==> src/rtl/shunt_fringe_pkg.sv <==
// Shared types, default widths and helpers for the fringe endpoint.
package shunt_fringe_pkg;

   localparam int FRNG_N_OF_SIGNALS = 8;
   localparam int FRNG_DATA_BIT     = 32;
   localparam int FRNG_ID_W         = 8;

   typedef enum logic [1:0] {
      TARGET_IDLE      = 2'd0,
      INITIATOR_ACTIVE = 2'd1,
      TARGET_ACTIVE    = 2'd2,
      INITIATOR_IDLE   = 2'd3
   } frng_status_e;

   typedef enum logic {
      FRNG_PORT_INPUT  = 1'b0,
      FRNG_PORT_OUTPUT = 1'b1
   } frng_port_e;

   typedef enum logic {
      FRNG_SIG_INVALID = 1'b0,
      FRNG_SIG_VALID   = 1'b1
   } frng_signal_valid_e;

   typedef logic [FRNG_DATA_BIT-1:0] data_in_t;

   // Only an active node may drive traffic onto the link.
   function automatic logic frng_is_active(input logic [1:0] st);
      return (st == INITIATOR_ACTIVE) || (st == TARGET_ACTIVE);
   endfunction

endpackage

==> src/rtl/shunt_fringe_mailbox.sv <==
// One signal's inbound mailbox: latched data, valid flag and sticky overrun.
// Inbound data always wins over a same-cycle get or clear.
module shunt_fringe_mailbox
   import shunt_fringe_pkg::*;
#(
   parameter int DATA_W = FRNG_DATA_BIT
) (
   input  logic              i_clk,
   input  logic              reset,
   input  logic              in_en,
   input  logic [DATA_W-1:0] in_data,
   input  logic              get_en,
   input  logic              clr,
   output logic              valid,
   output logic [DATA_W-1:0] data,
   output logic              overrun
);

   frng_signal_valid_e valid_q;

   assign valid = (valid_q == FRNG_SIG_VALID);

   always_ff @(posedge i_clk) begin
      if (reset) begin
         valid_q <= FRNG_SIG_INVALID;
         data    <= '0;
         overrun <= 1'b0;
      end else if (in_en) begin
         data    <= in_data;
         valid_q <= FRNG_SIG_VALID;
         // A get in the same cycle consumes the old word, so nothing is lost.
         if (valid_q == FRNG_SIG_VALID && !get_en) overrun <= 1'b1;
      end else if (get_en || clr) begin
         valid_q <= FRNG_SIG_INVALID;
      end
   end

endmodule

==> src/rtl/shunt_fringe_if_core.sv <==
// Fringe endpoint: identity, per-signal routing table, outbound put path, inbound mailboxes.
// Optional FRNG_TIME_CNT_EN adds a free-running 64-bit time_cnt output.
module shunt_fringe_if_core
   import shunt_fringe_pkg::*;
#(
   parameter  int N_SIGNALS = FRNG_N_OF_SIGNALS,
   parameter  int DATA_W    = FRNG_DATA_BIT,
   parameter  int ID_W      = FRNG_ID_W,
   localparam int IDX_W     = $clog2(N_SIGNALS)
) (
   input  logic                 i_clk,
   input  logic                 reset,
   input  logic                 iam_we,
   input  logic [ID_W-1:0]      iam_wdata,
   input  logic                 status_we,
   input  logic [1:0]           status_wdata,
   input  logic                 simid_we,
   input  logic [ID_W-1:0]      simid_wdata,
   input  logic                 cfg_we,
   input  logic [IDX_W-1:0]     cfg_idx,
   input  logic                 cfg_port,
   input  logic [ID_W-1:0]      cfg_parent,
   input  logic                 put_valid,
   input  logic [IDX_W-1:0]     put_idx,
   input  logic [DATA_W-1:0]    put_data,
   output logic                 put_ready,
   output logic                 put_err,
   output logic                 out_valid,
   output logic [ID_W-1:0]      out_dst,
   output logic [IDX_W-1:0]     out_idx,
   output logic [DATA_W-1:0]    out_data,
   input  logic                 out_ready,
   input  logic                 in_valid,
   input  logic [IDX_W-1:0]     in_idx,
   input  logic [DATA_W-1:0]    in_data,
   input  logic                 get_req,
   input  logic [IDX_W-1:0]     get_idx,
   output logic                 get_success,
   output logic [DATA_W-1:0]    get_data,
   output logic [N_SIGNALS-1:0] overrun,
   output logic [ID_W-1:0]      my_id,
   output logic [1:0]           my_status,
   output logic [ID_W-1:0]      simid
`ifdef FRNG_TIME_CNT_EN
   ,
   output logic [63:0]          time_cnt
`endif
);

   frng_status_e                         status_q;
   logic [N_SIGNALS-1:0]                 port_q;
   logic [N_SIGNALS-1:0][ID_W-1:0]       parent_q;
   logic [N_SIGNALS-1:0]                 cfg_sel, put_sel, in_sel, get_sel;
   logic [N_SIGNALS-1:0]                 mb_valid;
   logic [N_SIGNALS-1:0][DATA_W-1:0]     mb_data;

   logic              put_port, put_fire, put_ok, get_hit;
   logic [ID_W-1:0]   put_parent;
   logic [DATA_W-1:0] get_word;

   assign my_status = status_q;

   // One-hot decode; an index with no matching entry selects nothing.
   for (genvar g = 0; g < N_SIGNALS; g++) begin : g_sig
      assign cfg_sel[g] = (cfg_idx == IDX_W'(g));
      assign put_sel[g] = (put_idx == IDX_W'(g));
      assign in_sel[g]  = (in_idx  == IDX_W'(g));
      assign get_sel[g] = (get_idx == IDX_W'(g));

      shunt_fringe_mailbox #(.DATA_W(DATA_W)) u_mb (
         .i_clk   (i_clk),
         .reset   (reset),
         .in_en   (in_valid && in_sel[g] && (port_q[g] == FRNG_PORT_INPUT)),
         .in_data (in_data),
         .get_en  (get_req && get_sel[g]),
         .clr     (cfg_we && cfg_sel[g]),
         .valid   (mb_valid[g]),
         .data    (mb_data[g]),
         .overrun (overrun[g])
      );
   end

   always_comb begin
      put_port   = FRNG_PORT_INPUT;
      put_parent = '0;
      get_hit    = 1'b0;
      get_word   = '0;
      for (int i = 0; i < N_SIGNALS; i++) begin
         if (put_sel[i]) begin
            put_port   = port_q[i];
            put_parent = parent_q[i];
         end
         if (get_sel[i]) begin
            get_hit  = mb_valid[i];
            get_word = mb_data[i];
         end
      end
   end

   assign put_ready = !out_valid || out_ready;
   assign put_fire  = put_valid && put_ready;
   assign put_ok    = (put_port == FRNG_PORT_OUTPUT) && (put_parent != my_id)
                      && frng_is_active(status_q);

   always_ff @(posedge i_clk) begin
      if (reset) begin
         my_id       <= '0;
         status_q    <= TARGET_IDLE;
         simid       <= '0;
         port_q      <= '0;
         parent_q    <= '0;
         out_valid   <= 1'b0;
         out_dst     <= '0;
         out_idx     <= '0;
         out_data    <= '0;
         put_err     <= 1'b0;
         get_success <= 1'b0;
         get_data    <= '0;
      end else begin
         if (iam_we)    my_id    <= iam_wdata;
         if (status_we) status_q <= frng_status_e'(status_wdata);
         if (simid_we)  simid    <= simid_wdata;
         for (int i = 0; i < N_SIGNALS; i++) begin
            if (cfg_we && cfg_sel[i]) begin
               port_q[i]   <= cfg_port;
               parent_q[i] <= cfg_parent;
            end
         end

         put_err <= put_fire && !put_ok;
         // A new accepted put refills the slot even on the handshake cycle.
         if (put_fire && put_ok) begin
            out_valid <= 1'b1;
            out_dst   <= put_parent;
            out_idx   <= put_idx;
            out_data  <= put_data;
         end else if (out_ready) begin
            out_valid <= 1'b0;
         end

         get_success <= get_req && get_hit;
         get_data    <= (get_req && get_hit) ? get_word : '0;
      end
   end

`ifdef FRNG_TIME_CNT_EN
   always_ff @(posedge i_clk) begin
      if (reset) time_cnt <= '0;
      else       time_cnt <= time_cnt + 64'd1;
   end
`endif

endmodule

==> config.mk <==
export PLATFORM = sky130hd
export DESIGN_NAME = shunt_fringe_if_core
export DESIGN_NICKNAME = d
export VERILOG_FILES = /design/src/rtl/shunt_fringe_pkg.sv /design/src/rtl/shunt_fringe_mailbox.sv /design/src/rtl/shunt_fringe_if_core.sv
export SDC_FILE = /design/constraint.sdc
export NUM_CORES = 1
export LEC_CHECK = 0
export CAP_MARGIN = 10
export CORE_MARGIN = 4
export CORE_UTILIZATION = 45
export DETAILED_ROUTE_END_ITERATION = 12
export HOLD_SLACK_MARGIN = 0.03
export PLACE_DENSITY = 0.78
export SLEW_MARGIN = 20
export SYNTH_ARGS = -nofsm -noshare
export SYNTH_HDL_FRONTEND = slang
export SYNTH_SLANG_ARGS = --single-unit
==> constraint.sdc <==
create_clock -name i_clk -period 4.3 [get_ports i_clk]
set_input_delay 0.86 -clock i_clk [delete_from_list [all_inputs] [get_ports i_clk]]
set_output_delay 0.86 -clock i_clk [all_outputs]
set_load 0.05 [all_outputs]
==> metrics <==
TritonCTS Buffers=46; Int Pwr=6.76 mW; setup violators final=0; EDFF count, synth=0; gr usage total=23.5%; PD cells=403 nW/um2; die area=44100 um2; FMAX=285 MHz; maxcap violations=0; number of I/O port buffers=217; top-count cell post-synth=nand2_1; final hold vios=0; sw frac=24.3%; vias in the first global route=15.5k; Pre-antenna DRT Iters=7; net switching power=2.17 mW; Clock Power Share=44.1%; cell taking the most area after synthesis=dfxtp_1; top cells by count, synth=701 x nand2_1, 440 x dfxtp_1, 370 x a21oi_1; Pins Over Slew Limit=0; CP Capture Type=flip-flop; vias=16.1k; DRT Wirelength=54.6 mm; share of post-route cells with drive strength above 1=7.76%; Synth Register Bits=440; postcts setup bufs=0; Clock Tree Root=clkbuf_16; synth warn=0; Vias per Instance=5.59; leak pwr=7.82 nW; post-route ant nets=0; routability congestion estimate=0.926; CTS tree=yes; first-pass GRT wire length=84.5 mm; Mapped Cells=2232; initial antenna violation count=4; unrepaired setup endpoints after global routing=false; Ports=218; Post-synth ARST share=0%; top-area cell type share of the netlist area=47.9%; post-DR wirelength/cell=19.0 um; synth unique cells=49; row count=73; Peak VDD IR=0.438 mV; power share of the sequential group=47.2%; Iteration-0 DRC Markers=1906; Final TNS setup=0 ns; worst endpoint required time=4.79 ns; Core Box Area=40000 um2; Synth Net Count=2345; Worst EP arrival=4.00 ns; CTS clk-pin slew, worst paths=0.06 ns; Post-Synthesis Cell Area=18400 um2; Resize count post-CTS=0; Seq/Total Area, Yosys=47.9%; hold buffers post-CTS=0; Worst slew margin=22.6%; CP Launch Type=input port; crit path max fanout=16; ranking of synthesized cells by area=dfxtp_1 48%, nand2_1 14%, a21oi_1 10%; min-delay worst type=flip-flop to flip-flop; Layout Skew=0.0245 ns; minimum clock period=3.51 ns; predominant post-synthesis flop cell=dfxtp_1; Comb pwr share=8.7%; Sink Count=440; actual slew at the worst max-slew pin=1.16 ns; post-placement worst setup slack=0.221 ns; Area Overhead vs Synth=20.6%; Layout fillers=3525; status=finished, final reports clean; clk_lat worst skew=0.58 ns; Final Total Pwr=8.93 mW; DIE WIDTH=210 um; # DRC=0; Clock Path Buffers=3; largest net degree at the start of global routing=229; Overflow after GRT=0; placed cell count=2802; htree depth=2; die height=210 um; setup ws final=0.788 ns; WS Path Type=input port to flip-flop; Initial Util=45.9%; nets=2438; Syn Area/Cell=8.23 um2; period utilisation layout=81.7%; non-filler instance count after layout=2883; Detail Placement HPWL=33.5 mm
[cells in the final DEF, fill, tap and decap left out, types with 4 or more instances in the layout]
cell	instances
nand2_1	701
dfxtp_1	440
a21oi_1	370
clkdlybuf4s50_1	213
nor2_1	96
mux2i_1	94
nand2b_1	89
clkbuf_16	47
mux4_2	43
buf_4	37
nor2b_1	33
o21ai_0	22
o221ai_1	17
a22o_1	16
mux2_2	14
nand3_1	12
clkbuf_1	12
clkbuf_8	10
nor3_1	8
or3_1	7
nor3_2	6
o22ai_1	5
xnor2_1	5
a31oi_1	5
clkinv_2	5
o31ai_1	4
[sequential cells by signal, indices dropped and copies added (netlist names)]
| name | flops |
|---|---|
| get_success | 1 |
| parent_q | 64 |
| port_q | 8 |
| out_idx | 3 |
| out_valid | 1 |
| get_data | 32 |
| out_data | 32 |
| put_err | 1 |
| g_sig.u_mb.valid | 8 |
| simid | 8 |
| my_id | 8 |
| out_dst | 8 |
| my_status | 2 |
| g_sig.u_mb.data | 256 |
| g_sig.u_mb.overrun | 8 |
[cell families after synthesis]
family,after synthesis,share of synthesized area [%]
and+or+nand+nor,967,22.0
buffers and inverters,213,5.01
DFF,440,47.9
AOI/OAI and AO/OA,451,13.3
muxes,155,11.5
xor gates and xnor gates,6,0.286
[per-stage QoR]
step                      cell area, um2  util (%)  hold slack [ns]
after floorplan                    18400         -            0.431
after global placement             20700      51.6            0.437
after detailed placement           20700      51.6            0.442
after CTS                          22100      55.4            0.450
after global routing               22200      55.4            0.461
final                              22200      55.4            0.450
[routing by layer]
metal	vias up	track usage, %	share of wire, %
met5	-	0	0.064
met4	6	7.54	2.7
met3	110	5.34	9.8
met2	776	37.2	46
met1	7655	32.1	42
li1	7580	-	-
[power groups by stage]
stage | sequential (mW) | clock (mW) | combinational, mW
detailed placement | 4.30 | 0 | 0.763
finish | 4.21 | 3.94 | 0.777
floorplan | 4.35 | 0 | 0.431
global placement | 4.30 | 0 | 0.747
CTS | 4.21 | 4.01 | 0.767
global route | 4.22 | 4.18 | 0.829
[path summary, 6_finish.rpt]
kind                                                           from                                   to  slack (ns)  cells after the start
worst min register to register  g_sig[6].u_mb.data[15]$_SDFFE_PP0P_  g_sig[6].u_mb.data[15]$_SDFFE_PP0P_        0.45                      2
worst min-delay path            g_sig[6].u_mb.data[15]$_SDFFE_PP0P_  g_sig[6].u_mb.data[15]$_SDFFE_PP0P_        0.45                      2
worst max-delay path                                     put_idx[0]             out_data[0]$_SDFFE_PP0P_        0.79                     10
worst max register to register            parent_q[58]$_SDFFE_PP0P_             out_data[0]$_SDFFE_PP0P_        1.69                      8
[cell type report]
class,count,area [um2],share of cell area [%]
Sequential cell,440,8810,39.8
Inverter,3,11.3,0.0508
Clock buffer,69,1360,6.13
Tap cell,525,657,2.97
Timing Repair Buffer,255,2490,11.2
Multi-Input combinational cell,1579,8690,39.2
Clock inverter,11,130,0.587
Antenna cell,1,2.50,0.0113
[worst max-delay path, stage by stage]
cell             delay, ns
clkdlybuf4s50_1       0.64
buf_4                 0.32
or2_2                 0.30
o22ai_1               0.23
or3_1                 0.16
nand4_1               0.12
or3_4                 0.43
o21ai_4               0.37
buf_4                 0.33
mux2i_1               0.22
Power figures use the tool's default switching activity.
